$ cat src/rtl/imm_rot_encoder_pkg.sv
// Shared definitions for the immediate/rotation encoder and the shifter bench.
//   ROT_W / IMM_W / DATA_W : field widths of the operand2 immediate form
//   AMT_W                  : width of an effective rotate amount (2*rotation_code)
//   state_t                : encoder FSM states
//   rol32()                : 32-bit rotate-left by 0..31
package imm_rot_encoder_pkg;

  localparam int ROT_W  = 4;
  localparam int IMM_W  = 8;
  localparam int DATA_W = 32;
  localparam int AMT_W  = ROT_W + 1;

  // Last rotation tested before the search gives up.
  localparam logic [ROT_W-1:0] ROT_MAX = '1;

  typedef enum logic {
    IDLE   = 1'b0,
    SEARCH = 1'b1
  } state_t;

  // Rotate left: the upper half of the doubled word shifted left is the
  // rotated value, so amt=0 needs no special case.
  function automatic logic [DATA_W-1:0] rol32(input logic [DATA_W-1:0] val,
                                              input logic [AMT_W-1:0]  amt);
    logic [2*DATA_W-1:0] dbl;
    dbl = {val, val} << amt;
    return dbl[2*DATA_W-1:DATA_W];
  endfunction

endpackage

$ cat src/rtl/imm_fit_check.sv
// Combinational fit test for one rotation code.
//   val  : 32-bit value under test
//   r    : rotation code; the value is rotated left by 2*r
//   hit  : 1 when the rotated value fits entirely in the low 8 bits
//   imm8 : low 8 bits of the rotated value (the immediate when hit=1)
module imm_fit_check
  import imm_rot_encoder_pkg::*;
(
  input  logic [DATA_W-1:0] val,
  input  logic [ROT_W-1:0]  r,
  output logic              hit,
  output logic [IMM_W-1:0]  imm8
);

  logic [DATA_W-1:0] cand;

  // ROR(imm8, 2r) == val  <=>  ROL(val, 2r) has nothing above bit 7.
  assign cand = rol32(val, {r, 1'b0});
  assign hit  = (cand[DATA_W-1:IMM_W] == '0);
  assign imm8 = cand[IMM_W-1:0];

endmodule

$ cat src/rtl/imm_rot_encoder.sv
// Iterative operand2 immediate encoder: finds imm8/rotation_code such that
// ROR(imm8, 2*rotation_code) equals the requested constant (or its complement
// when ALLOW_INV=1), testing one rotation per cycle.
//   clk, reset      : clock (rising edge), asynchronous active-high reset
//   start, in_value : request and constant to encode
//   busy, done      : search in progress / one-cycle result pulse
//   encodable, inverted, imm8, rotation_code, rot_amt : result fields
//   state_dbg       : current FSM state, for observation only
//
// Handshake: start is sampled only while busy=0; the edge that accepts it
// latches in_value and raises busy. Starts seen while busy=1 are dropped.
// done pulses for exactly one cycle with busy=0, and the result fields are
// valid from that cycle until the next done. A start in the done cycle is
// accepted and the previous result remains visible while the new search runs.
module imm_rot_encoder
  import imm_rot_encoder_pkg::*;
#(
  parameter int unsigned ALLOW_INV = 1
) (
  input  logic              clk,
  input  logic              reset,
  input  logic              start,
  input  logic [DATA_W-1:0] in_value,
  output logic              busy,
  output logic              done,
  output logic              encodable,
  output logic              inverted,
  output logic [IMM_W-1:0]  imm8,
  output logic [ROT_W-1:0]  rotation_code,
  output logic [AMT_W-1:0]  rot_amt,
  output state_t            state_dbg
);

  state_t             state_q, state_d;
  logic [ROT_W-1:0]   r_q, r_d;
  logic [DATA_W-1:0]  val_q, val_d;
  logic               done_d, enc_d, inv_d;
  logic [IMM_W-1:0]   imm_d;
  logic [ROT_W-1:0]   rot_d;

  logic               hit_dir, hit_inv;
  logic [IMM_W-1:0]   imm_dir, imm_inv;

  imm_fit_check u_fit_dir (
    .val  (val_q),
    .r    (r_q),
    .hit  (hit_dir),
    .imm8 (imm_dir)
  );

  generate
    if (ALLOW_INV != 0) begin : g_inv
      imm_fit_check u_fit_inv (
        .val  (~val_q),
        .r    (r_q),
        .hit  (hit_inv),
        .imm8 (imm_inv)
      );
    end else begin : g_no_inv
      assign hit_inv = 1'b0;
      assign imm_inv = '0;
    end
  endgenerate

  always_comb begin
    state_d = state_q;
    r_d     = r_q;
    val_d   = val_q;
    done_d  = 1'b0;
    enc_d   = encodable;
    inv_d   = inverted;
    imm_d   = imm8;
    rot_d   = rotation_code;
    case (state_q)
      IDLE: begin
        if (start) begin
          state_d = SEARCH;
          r_d     = '0;
          val_d   = in_value;
        end
      end
      SEARCH: begin
        // The first hit ends the search, so the smallest rotation wins and a
        // direct hit beats an inverted hit at the same rotation.
        if (hit_dir || hit_inv || (r_q == ROT_MAX)) begin
          state_d = IDLE;
          done_d  = 1'b1;
          enc_d   = hit_dir || hit_inv;
          inv_d   = !hit_dir && hit_inv;
          imm_d   = hit_dir ? imm_dir : (hit_inv ? imm_inv : '0);
          rot_d   = (hit_dir || hit_inv) ? r_q : '0;
        end else begin
          r_d = r_q + 1'b1;
        end
      end
      default: state_d = IDLE;
    endcase
  end

  always_ff @(posedge clk or posedge reset) begin
    if (reset) begin
      state_q       <= IDLE;
      r_q           <= '0;
      val_q         <= '0;
      done          <= 1'b0;
      encodable     <= 1'b0;
      inverted      <= 1'b0;
      imm8          <= '0;
      rotation_code <= '0;
    end else begin
      state_q       <= state_d;
      r_q           <= r_d;
      val_q         <= val_d;
      done          <= done_d;
      encodable     <= enc_d;
      inverted      <= inv_d;
      imm8          <= imm_d;
      rotation_code <= rot_d;
    end
  end

  assign busy      = (state_q == SEARCH);
  assign rot_amt   = {rotation_code, 1'b0};
  assign state_dbg = state_q;

endmodule

$ cat config.mk
export PLATFORM = sky130hd
export DESIGN_NAME = imm_rot_encoder
export DESIGN_NICKNAME = d
export VERILOG_FILES = /design/src/rtl/imm_rot_encoder_pkg.sv /design/src/rtl/imm_fit_check.sv /design/src/rtl/imm_rot_encoder.sv
export SDC_FILE = /design/constraint.sdc
export NUM_CORES = 1
export LEC_CHECK = 0
export CAP_MARGIN = 20
export CORE_MARGIN = 1
export CORE_UTILIZATION = 50
export DETAILED_ROUTE_END_ITERATION = 10
export PLACE_DENSITY = 0.76
export SLEW_MARGIN = 5
export SYNTH_ARGS = -nofsm -noshare
export SYNTH_HDL_FRONTEND = slang
export SYNTH_SLANG_ARGS = --single-unit
$ cat constraint.sdc
create_clock -name clk -period 2.9 [get_ports clk]
set_input_delay 0.58 -clock clk [delete_from_list [all_inputs] [get_ports clk]]
set_output_delay 0.58 -clock clk [all_outputs]
set_load 0.005 [all_outputs]
==> metrics <==
Max H-tree Level 2; clk buf depth 2; CP Cell Sequence buf_12, mux4_2, mux2_4, or4b_4, a221oi_4, buf_12, a21oi_2, a221o_1, a21o_1; Final Critical Period 3.10 ns; Die ar. 8830 um2; M1 GR Usage 36.5%; Reg-to-Reg Start r_q[1]; DR iter-0 viols 146; Row Count 33; slowest stage delay, CP 0.51 ns; Cell Area, Synth 4230 um2; Synth Instances 437; net count of the mapped netlist 473; critical path class reg -> reg; Compound-Gate Fraction of Synth Area 9.61%; XOR/XNOR share of the synthesized area 0%; Post-Layout Cell Count 656; Clock Skew 0.0113 ns; Detail Route Antenna Nets 0; hold_sp imm8[0]; CP max stage cell dfrtp_2; clk_lat worst skew 0.31 ns; initial antenna violation count 0; Ys Warns 0; vias in the first global route 3935; Critical Path Sink Type flop; CTS root buf clkbuf_8; CTS buffer count 5; post-layout power 7.38 mW; final net count 587; r2r endpoint imm8[0]; fin crit share 107%; placed cells 637; met3 Resource Use GR 4.05%; worst hold margin 0.484 ns; Inserted Diodes 0; first-pass GRT wire length 19500 um; CP Max Fanout 7; drt wl/cell 17.7 um; MaxCap Viol Count 0; Crit. Startpoint r_q[1]; GRT Residual Overflow 0; Final Setup Violations 19; chip width 94.0 um; area grow syn2layout 34.7%; Power Dens Cells 1300 nW/um2; Mean Syn Cell Area 9.68 um2; Final HPWL DP 8700 um; DRC Markers 0; maximum clock rate 0.322 GHz; Adder-Cell Fraction of Synth Area 0.296%; total iterations of the first detailed-routing run 5; port bufs 55; Die H 94.0 um; Multi-input gate area 2810 um2; r2r worst-path depth 9; sequential share of the synthesized area 30.8%; proportion of layout cells with a drive suffix above 1 31.2%; RSZ-0062 raised after global routing true; core area 8220 um2; worst-margin pin slew 0.554 ns; CTS tree yes; Clk pin slew, worst setup/hold paths 0.09 ns; IR drop worst, VDD 0.564 mV; Post-Synth Simple-Gate Area 20.5%; Worst Hold Class reg -> reg; Max-Slew Margin vs Limit 62.7%; run status complete, but fails checks; CP endpoint imm8[0]; fillers 672; pins over their slew limit 0; Synth cell types 58; WL final 11600 um; crit path launch type flop; Setup TNS -2.59 ns; Initial Util 51.5%; Critical Path RT 3.10 ns; Top Usage Layer GRT met2; vias per cell 5.92; Leak 2.61 nW; largest family of logic cells by synthesized area multiplexers; Top Ports 57; vias 3881; Setup WS post-layout -0.205 ns; reg-to-reg slack, setup -0.20 ns; #FFs+latches synth 52; most frequent CP cell buf_12; mux share of post-synthesis cell area 32.0%; Fin. Hold Viols 0; Arr. time, crit path 3.31 ns; failing checks negative setup slack; GRT met2 Usage 49.5%; clock sinks 52; Routability Congestion 0.948; Tot GR Track Use 28.5%; maximum number of pins on one net before global-route repair 37; register area 1300 um2
==> cells in the mapped netlist (all sizes together) <==
master,number,area share [%]
a2111oi,2,0.86
a211o,1,0.21
a211oi,2,0.35
a21o,4,0.71
a21oi,4,0.47
a221o,2,0.47
a221oi,5,1.4
a22oi,3,0.53
a311o,1,0.24
a31oi,2,0.44
a41o,2,0.47
a41oi,1,0.21
and2,5,0.74
and3,3,0.44
buf,22,4.3
clkbuf,16,1.4
clkinv,1,0.089
conb,1,0.089
dfrtp,52,31
ha,1,0.30
inv,11,0.98
mux2,27,7.2
mux2i,28,6.6
mux4,34,18
nand2,124,11
nand2b,1,0.15
nand3,16,2.0
nand4,5,0.89
nor2,14,1.2
nor2b,3,0.44
nor3,15,1.8
nor4b,2,0.56
o2111a,1,0.27
o211a,1,0.24
o211ai,2,0.35
o21ai,13,1.5
o221ai,1,0.21
o22ai,1,0.15
o311a,1,0.24
o32ai,1,0.21
or2,2,0.30
or4,1,0.18
or4b,3,0.71
==> repair_timing <==
item | CTS | global route
setup endpoints to repair | 20 | 20
resized for setup | 29 | 12
setup buffers | 9 | 2
endpoints found under the hold margin | 0 | 0
gates cloned | 1 | 0
hold buffers | 0 | 0
pin swaps | 6 | 7
==> sequential cells by signal, summed over array words and instances, names as in the netlist <==
name,count
r_q,4
val_q,32
inverted,1
done,1
imm8,8
rotation_code,4
busy,1
encodable,1
==> critical path, delay by kind of cell, from the launching register on <==
| kind | cells | cell delay (ns) |
|---|---|---|
| buf+inv | 2 | 0.32 |
| compound gates | 4 | 0.87 |
| simple gates | 1 | 0.50 |
| mux | 2 | 0.80 |
| flops | 1 | 0.51 |
==> layer usage <==
metal / routed length [um] / vias to the layer above
met1: 4990 / 1928
li1: - / 1811
met4: 304 / 0
met5: 0 / -
met2: 5860 / 118
met3: 473 / 24
==> final cells by class <==
cell class	count	area share, %
timing repair buffer	144	22.9
sequential	52	22.9
tap	105	2.31
clock inverter	1	0.527
inverter	12	0.790
multi-input combinational	336	49.3
clock buffer	6	1.27
==> cell usage in the layout (no fill, tap or decap), types with 3 or more instances in the layout <==
| master | n |
|---|---|
| nand2_1 | 123 |
| nand4_1 | 4 |
| buf_12 | 4 |
| inv_1 | 8 |
| buf_6 | 6 |
| mux2i_2 | 3 |
| clkbuf_8 | 5 |
| nor2_1 | 13 |
| a21o_1 | 3 |
| nand3_1 | 14 |
| buf_4 | 77 |
| o21ai_0 | 6 |
| mux2_1 | 17 |
| inv_2 | 3 |
| clkdlybuf4s50_1 | 55 |
| nor3_1 | 14 |
| o21ai_1 | 5 |
| a22oi_1 | 3 |
| mux4_2 | 34 |
| and2_1 | 5 |
| dfrtp_1 | 50 |
| mux2i_1 | 25 |
| mux2_4 | 7 |
| a221oi_1 | 4 |
| and3_1 | 3 |
| mux2_2 | 3 |
==> where the power goes <==
group | internal, mW | switching (mW)
Clock | 0.254 | 0.243
Sequential | 0.977 | 0.381
Combinational | 2.91 | 2.62
==> worst min path at each step <==
stage | endpoint | slack, ns | cells past startpoint
after global placement | encodable | 0.46 | 2
after floorplan | encodable | 0.47 | 2
after global routing | imm8[3] | 0.52 | 1
after detailed placement | imm8[0] | 0.47 | 1
final | imm8[0] | 0.48 | 1
after CTS | imm8[0] | 0.49 | 1
==> cells by family after synthesis <==
| family | count (synthesis) |
|---|---|
| mux | 89 |
| flops | 52 |
| compound gates | 50 |
| simple gates | 194 |
| buf+inv | 50 |
| other cells | 1 |
| fa+ha+maj | 1 |
==> per-stage QoR <==
step                      utilization [%]  setup slack, ns  cell area (um2)
after floorplan                         -          -0.0451             4260
after global routing                 69.4           -0.322             5700
after global placement               64.6           -0.326             5310
final                                69.4           -0.205             5700
after CTS                            68.5           -0.184             5630
after detailed placement             64.6           -0.391             5310
Power figures use the tool's default switching activity.
